$ cat src/rtl/tick_scheduler_if.sv
// ---------------------------------------------------------------------------
// tick_scheduler_if
//
// Purpose: command port of the tick scheduler. It carries one valid/ready
// transfer per command and a one-cycle reject pulse for refused commands.
//
// Signals:
//   cfg_valid   master -> slave   command valid
//   cfg_ready   slave  -> master  command accept (transfer on valid && ready)
//   cfg_ch      master -> slave   target channel index
//   cfg_op      master -> slave   00 stop, 01 one-shot, 10 periodic, 11 reserved
//   cfg_period  master -> slave   period in ticks
//   cfg_err     slave  -> master  one-cycle pulse after a rejected command
// ---------------------------------------------------------------------------
interface tick_scheduler_if #(
    parameter int PW = 16
);
    logic          cfg_valid;
    logic          cfg_ready;
    logic [2:0]    cfg_ch;
    logic [1:0]    cfg_op;
    logic [PW-1:0] cfg_period;
    logic          cfg_err;

    modport master (
        output cfg_valid,
        output cfg_ch,
        output cfg_op,
        output cfg_period,
        input  cfg_ready,
        input  cfg_err
    );

    modport slave (
        input  cfg_valid,
        input  cfg_ch,
        input  cfg_op,
        input  cfg_period,
        output cfg_ready,
        output cfg_err
    );
endinterface

$ cat src/rtl/tick_scheduler.sv
// ---------------------------------------------------------------------------
// tick_scheduler
//
// Purpose: multi-channel millisecond timer scheduler. A single prescaler
// divides clk_in into a TICK_HZ clock-enable strobe. NUM_CH independent
// channels count that strobe and emit one-cycle expiry pulses in one-shot
// or periodic mode.
//
// Ports:
//   clk_in     system clock
//   rst_n      asynchronous, active-low reset
//   en         global run enable; low freezes prescaler and channels
//   cfg        command port (slave side of tick_scheduler_if)
//   tick_1ms   registered one-cycle tick strobe
//   ch_pulse   registered one-cycle expiry pulse per channel
//   ch_active  registered channel-running flag per channel
// ---------------------------------------------------------------------------
module tick_scheduler #(
    parameter int CLK_HZ  = 100000000,
    parameter int TICK_HZ = 1000,
    parameter int NUM_CH  = 4,
    parameter int PW      = 16
) (
    input  logic              clk_in,
    input  logic              rst_n,
    input  logic              en,
    tick_scheduler_if.slave   cfg,
    output logic              tick_1ms,
    output logic [NUM_CH-1:0] ch_pulse,
    output logic [NUM_CH-1:0] ch_active
);

    localparam int            DIV      = CLK_HZ / TICK_HZ;
    localparam int            CW       = $clog2(DIV);
    localparam logic [CW-1:0] CNT_MAX  = CW'(DIV - 1);
    localparam logic [3:0]    NUM_CH_L = 4'(NUM_CH);

    localparam logic [1:0] OP_STOP     = 2'b00;
    localparam logic [1:0] OP_ONESHOT  = 2'b01;
    localparam logic [1:0] OP_PERIODIC = 2'b10;
    localparam logic [1:0] OP_RSVD     = 2'b11;

    typedef enum logic [1:0] {
        CH_IDLE     = 2'd0,
        CH_ONESHOT  = 2'd1,
        CH_PERIODIC = 2'd2
    } ch_state_t;

    logic [CW-1:0]     cnt_q, cnt_d;
    logic              tick_s;
    logic              tick_q, tick_d;
    logic              cfg_ready_s;
    logic              accept;
    logic              cmd_bad;
    logic              cmd_ok;
    logic              is_start;
    logic              err_q, err_d;
    ch_state_t         state_q [NUM_CH];
    ch_state_t         state_d [NUM_CH];
    logic [PW-1:0]     rem_q   [NUM_CH];
    logic [PW-1:0]     rem_d   [NUM_CH];
    logic [PW-1:0]     per_q   [NUM_CH];
    logic [PW-1:0]     per_d   [NUM_CH];
    logic [NUM_CH-1:0] pulse_q, pulse_d;
    logic [NUM_CH-1:0] active_q, active_d;

    // Prescaler: counts enabled cycles 0..DIV-1; tick_s is the enable strobe.
    always_comb begin
        tick_s = en && (cnt_q == CNT_MAX);
        cnt_d  = cnt_q;
        if (en) begin
            cnt_d = tick_s ? '0 : cnt_q + 1'b1;
        end
        tick_d = tick_s;
    end

    // Commands are refused on tick cycles so a channel never sees a tick and
    // a command in the same cycle.
    assign cfg_ready_s = rst_n && !tick_s;

    always_comb begin
        accept   = cfg.cfg_valid && cfg_ready_s;
        is_start = (cfg.cfg_op == OP_ONESHOT) || (cfg.cfg_op == OP_PERIODIC);
        cmd_bad  = ({1'b0, cfg.cfg_ch} >= NUM_CH_L) ||
                   (cfg.cfg_op == OP_RSVD) ||
                   (is_start && (cfg.cfg_period == '0));
        err_d    = accept && cmd_bad;
        cmd_ok   = accept && !cmd_bad;
    end

    // Per-channel next state. Tick and command branches are mutually
    // exclusive because accept implies !tick_s.
    always_comb begin
        for (int i = 0; i < NUM_CH; i++) begin
            state_d[i] = state_q[i];
            rem_d[i]   = rem_q[i];
            per_d[i]   = per_q[i];
            pulse_d[i] = 1'b0;
            if (tick_s && (state_q[i] != CH_IDLE)) begin
                if (rem_q[i] == PW'(1)) begin
                    pulse_d[i] = 1'b1;
                    if (state_q[i] == CH_PERIODIC) begin
                        rem_d[i] = per_q[i];
                    end else begin
                        state_d[i] = CH_IDLE;
                    end
                end else if (rem_q[i] > PW'(1)) begin
                    rem_d[i] = rem_q[i] - 1'b1;
                end
            end else if (cmd_ok && (cfg.cfg_ch == 3'(i))) begin
                unique case (cfg.cfg_op)
                    OP_STOP: begin
                        state_d[i] = CH_IDLE;
                    end
                    OP_ONESHOT: begin
                        state_d[i] = CH_ONESHOT;
                        rem_d[i]   = cfg.cfg_period;
                        per_d[i]   = cfg.cfg_period;
                    end
                    OP_PERIODIC: begin
                        state_d[i] = CH_PERIODIC;
                        rem_d[i]   = cfg.cfg_period;
                        per_d[i]   = cfg.cfg_period;
                    end
                    default: begin
                    end
                endcase
            end
            active_d[i] = (state_d[i] != CH_IDLE);
        end
    end

    always_ff @(posedge clk_in or negedge rst_n) begin
        if (!rst_n) begin
            cnt_q    <= '0;
            tick_q   <= 1'b0;
            err_q    <= 1'b0;
            pulse_q  <= '0;
            active_q <= '0;
            for (int i = 0; i < NUM_CH; i++) begin
                state_q[i] <= CH_IDLE;
                rem_q[i]   <= '0;
                per_q[i]   <= '0;
            end
        end else begin
            cnt_q    <= cnt_d;
            tick_q   <= tick_d;
            err_q    <= err_d;
            pulse_q  <= pulse_d;
            active_q <= active_d;
            for (int i = 0; i < NUM_CH; i++) begin
                state_q[i] <= state_d[i];
                rem_q[i]   <= rem_d[i];
                per_q[i]   <= per_d[i];
            end
        end
    end

    assign cfg.cfg_ready = cfg_ready_s;
    assign cfg.cfg_err   = err_q;
    assign tick_1ms      = tick_q;
    assign ch_pulse      = pulse_q;
    assign ch_active     = active_q;

endmodule

$ cat src/flat_wrapper.sv
// flat-port wrapper written by rule: the top's interface ports become plain ports
module tick_scheduler_flat 
#(
    parameter int CLK_HZ  = 100000000,
    parameter int TICK_HZ = 1000,
    parameter int NUM_CH  = 4,
    parameter int PW      = 16
)
  (clk_in, rst_n, en, tick_1ms, ch_pulse, ch_active, cfg_cfg_valid, cfg_cfg_ch, cfg_cfg_op, cfg_cfg_period, cfg_cfg_ready, cfg_cfg_err);
  tick_scheduler_if #(.PW(PW)) cfg_i ();
  input  logic clk_in;
  input  logic rst_n;
  input  logic en;
  output logic tick_1ms;
  output logic [NUM_CH-1:0] ch_pulse;
  output logic [NUM_CH-1:0] ch_active;
  input wire logic [$bits(cfg_i.cfg_valid)-1:0] cfg_cfg_valid;
  input wire logic [$bits(cfg_i.cfg_ch)-1:0] cfg_cfg_ch;
  input wire logic [$bits(cfg_i.cfg_op)-1:0] cfg_cfg_op;
  input wire logic [$bits(cfg_i.cfg_period)-1:0] cfg_cfg_period;
  output wire logic [$bits(cfg_i.cfg_ready)-1:0] cfg_cfg_ready;
  output wire logic [$bits(cfg_i.cfg_err)-1:0] cfg_cfg_err;
  assign cfg_i.cfg_valid = cfg_cfg_valid;
  assign cfg_i.cfg_ch = cfg_cfg_ch;
  assign cfg_i.cfg_op = cfg_cfg_op;
  assign cfg_i.cfg_period = cfg_cfg_period;
  assign cfg_cfg_ready = cfg_i.cfg_ready;
  assign cfg_cfg_err = cfg_i.cfg_err;
  tick_scheduler #(.CLK_HZ(CLK_HZ), .TICK_HZ(TICK_HZ), .NUM_CH(NUM_CH), .PW(PW)) u_core (.clk_in(clk_in), .rst_n(rst_n), .en(en), .cfg(cfg_i), .tick_1ms(tick_1ms), .ch_pulse(ch_pulse), .ch_active(ch_active));
endmodule
$ cat config.mk
export PLATFORM = sky130hd
export DESIGN_NAME = tick_scheduler_flat
export DESIGN_NICKNAME = d
export VERILOG_FILES = /design/src/rtl/tick_scheduler_if.sv /design/src/rtl/tick_scheduler.sv /design/src/flat_wrapper.sv
export SDC_FILE = /design/constraint.sdc
export NUM_CORES = 1
export LEC_CHECK = 0
export CAP_MARGIN = 20
export CORE_MARGIN = 2
export CORE_UTILIZATION = 48
export DETAILED_ROUTE_END_ITERATION = 8
export PLACE_DENSITY = 0.64
export SYNTH_ARGS = -nofsm -noshare
export SYNTH_HDL_FRONTEND = slang
export SYNTH_SLANG_ARGS = --single-unit
$ cat constraint.sdc
create_clock -name clk_in -period 6.1 [get_ports clk_in]
set_input_delay 1.525 -clock clk_in [delete_from_list [all_inputs] [get_ports clk_in]]
set_output_delay 1.525 -clock clk_in [all_outputs]
set_load 0.005 [all_outputs]
==> flow_summary.toml <==
[status]
outcome = "completed"

[global_routing]
antenna_found_initial = 1
grt_pass1_vias = 7524
grt_usage_pct = 26.75
grt_pass1_wl_um = 41730
grt_max_degree = 60
grt_remaining_overflow = 0

[timing]
setup_viol = 0
finalClockSkew_ns = 0.01070
setup_tns_ns = 0
max-slew-margin-rel_pct = 34.81
setup_ws_ns = 1.087
slew_violations = 0
finalHoldViolations = 0
post-route-min-period_ns = 5.013
rsz0062_at_grt = "false"
worstMarginPinSlew_ns = 0.9698
max_freq_ghz = 0.1995
min_period_over_period_pct = 82.18

[placement]
place.gp.congestion = 0.9313
dp.cells = 1288
portBuffers = 35
dp_hpwl_um = 16990
dp_slack_ns = 0.8424

[critical_path]
path_class = "input pin to primary output"
end_kind = "primary output"
critPathArrivalTime_ns = 3.49
crit_path_max_fanout = 9
worstPathRequired_ns = 4.58
crit_end = "cfg_cfg_ready"
cp-start-kind = "input pin"
startpoint = "en"
rrSetupSlack_ns = 2.80
r2r-start = "u_core.rem_q[49]"
rr_worst_depth = 8
rr_endpoint = "u_core.rem_q[54]"

[die]
die-height_um = 141.9
coreArea_um2 = 18710
die_w_um = 141.9
ios = 36
initial_core_util_pct = 48.77
die_area_um2 = 20120
rows = 50

[cts]
post_cts_resized = 0
worstSkewPairLatency_ns = 0.43
postCtsSetupBuffers = 0
h-tree-depth = 4
hold_buffers = 0
cts.reportedPaths.clkPinSlew_ns = 0.06
cts_buffer_depth = 2
cts_tree = "built"
cts_buffers = 17
cts_root_buffer = "clkbuf_16"
clkSinkCount = 163

[synthesis]
syn_area_um2 = 9122
yosysTopAreaCell = "dfrtp_1"
ys.flop_type = "dfrtp_1"
synth_top_area_share_pct = 44.71
yosys-top-cells-area = "dfrtp_1 (45%), nand2_1 (9.3%), nor2_1 (3.8%)"
ys_warn_count = 0
syn_inst = 1052
syn-num-nets = 1089
synth_edf_count = 0
ys_types = 74
synth.avg_cell_area_um2 = 8.672
synth.ff_latch_count = 163
async_flop_share_pct = 100.0
synth_seq_area_share_pct = 44.71

[final_layout]
fin_nets = 1111
final_cells = 1319
layout-drive-gt1-share_pct = 7.834
syn_to_final_growth_pct = 13.65
antenna_cells = 0

[power]
p_leak_nw = 4.715
p_per_area_nw_per_um2 = 317.4
vdd_drop_max_uv = 200.0

[drt]
drtIter0Drc = 675
wl_um = 25880
routed-via-count = 7880
first_pass_iters = 5
via_per_inst = 5.974
avgRoutedWirePerCell_um = 19.62
drtAntennaViolNets = 0
remaining_drc_errors = 0

[flow_run]
maxCapViolations = 0

[worst_hold_path]
hp-class = "register to register"
cells in the final DEF (no fill, tap or decap), types with 17 or more instances in the layout:
cell type and count:
a211oi_1 19, nand2_1 225, o21ai_0 38, xnor2_1 29
nand3_1 31, nor3_1 61, xor2_1 25, buf_4 28
mux2i_1 22, clkdlybuf4s50_1 34, inv_1 31, nor2_1 92
a21oi_1 23, dfrtp_1 163, clkbuf_16 17
through the flow:
stage	utilization (%)	hold slack (ns)	total power, mW	cell area, um^2
floorplan	-	0.4380	1.933	9123
global placement	52.06	0.4530	2.135	9738
detailed placement	52.06	0.4579	2.151	9738
CTS	55.34	0.4736	3.298	10350
global route	55.42	0.4894	3.456	10370
finish	55.42	0.4689	3.290	10370
power by group:
| group | leakage, nW | internal [mW] | switching, mW |
|---|---|---|---|
| logic | 2.36 | 0.302 | 0.330 |
| registers | 2.06 | 1.29 | 0.220 |
| clock network | 0.294 | 0.700 | 0.444 |
worst max-delay path, stage by stage:
cell and delay (ns):
clkdlybuf4s50_1 0.61, and4_1 0.30, and4_1 0.35, nand2_1 0.10
and2_1 0.18, clkdlybuf4s50_1 0.43
cells by family (layout without fill, tap and decap cells):
family                   after synthesis  count (layout)  share of synthesized area [%]
adder cells (fa/ha/maj)               12              12                          1.646
multiplexers                          28              28                          3.196
AO/OA/AOI/OAI                        191             191                          14.90
XOR/XNOR                              54              54                          5.184
AND/OR/NAND/NOR                      512             512                          26.21
buffers and inverters                 92             125                          4.156
flip-flops                           163             163                          44.71
how the worst min path moves through the flow:
| stage | startpoint | to | slack [ns] | cells past startpoint |
|---|---|---|---|---|
| final | u_core.per_q[10] | u_core.per_q[10] | 0.47 | 2 |
| after global routing | u_core.per_q[25] | u_core.per_q[25] | 0.49 | 2 |
| after CTS | u_core.per_q[30] | u_core.per_q[30] | 0.47 | 2 |
| after floorplan | u_core.per_q[56] | u_core.per_q[56] | 0.44 | 2 |
| after global placement | u_core.per_q[26] | u_core.per_q[26] | 0.45 | 2 |
| after detailed placement | u_core.per_q[30] | u_core.per_q[30] | 0.46 | 2 |
cell type report:
| class | instances | area (um^2) |
|---|---|---|
| sequential | 163 | 4079 |
| tap | 234 | 292.8 |
| fill | 1680 | 8338 |
| multi-input combinational | 797 | 4688 |
| clock inverter | 10 | 157.7 |
| timing repair buffer | 64 | 576.8 |
| clock buffer | 20 | 456.7 |
| inverter | 31 | 116.4 |
state kept, by name, indices dropped and copies added, names as in the netlist:
name and flops:
u_core.cfg.cfg_err 1, u_core.ch_active 4, u_core.ch_pulse 4, u_core.cnt_q 17
u_core.per_q 64, u_core.rem_q 64, u_core.state_q 8, u_core.tick_1ms 1
per-layer routing:
metal | GRT usage (%) | share of wire [%] | vias up
li1 | - | - | 3765
met1 | 37.81 | 47 | 3856
met2 | 41.88 | 46 | 216
met3 | 3.814 | 4.8 | 43
met4 | 10.26 | 2.9 | 0
met5 | 0 | 0 | -
cell usage after synthesis (17+ instances only):
master	number
a211oi_1	19
nor3_1	61
xor2_1	25
buf_2	18
nand2_1	225
mux2i_1	22
inv_1	31
clkbuf_1	39
o21ai_0	38
dfrtp_1	163
nor4_1	17
nand3_1	31
xnor2_1	29
nor2_1	92
a21oi_1	23
(Power assumes the default switching activity.)
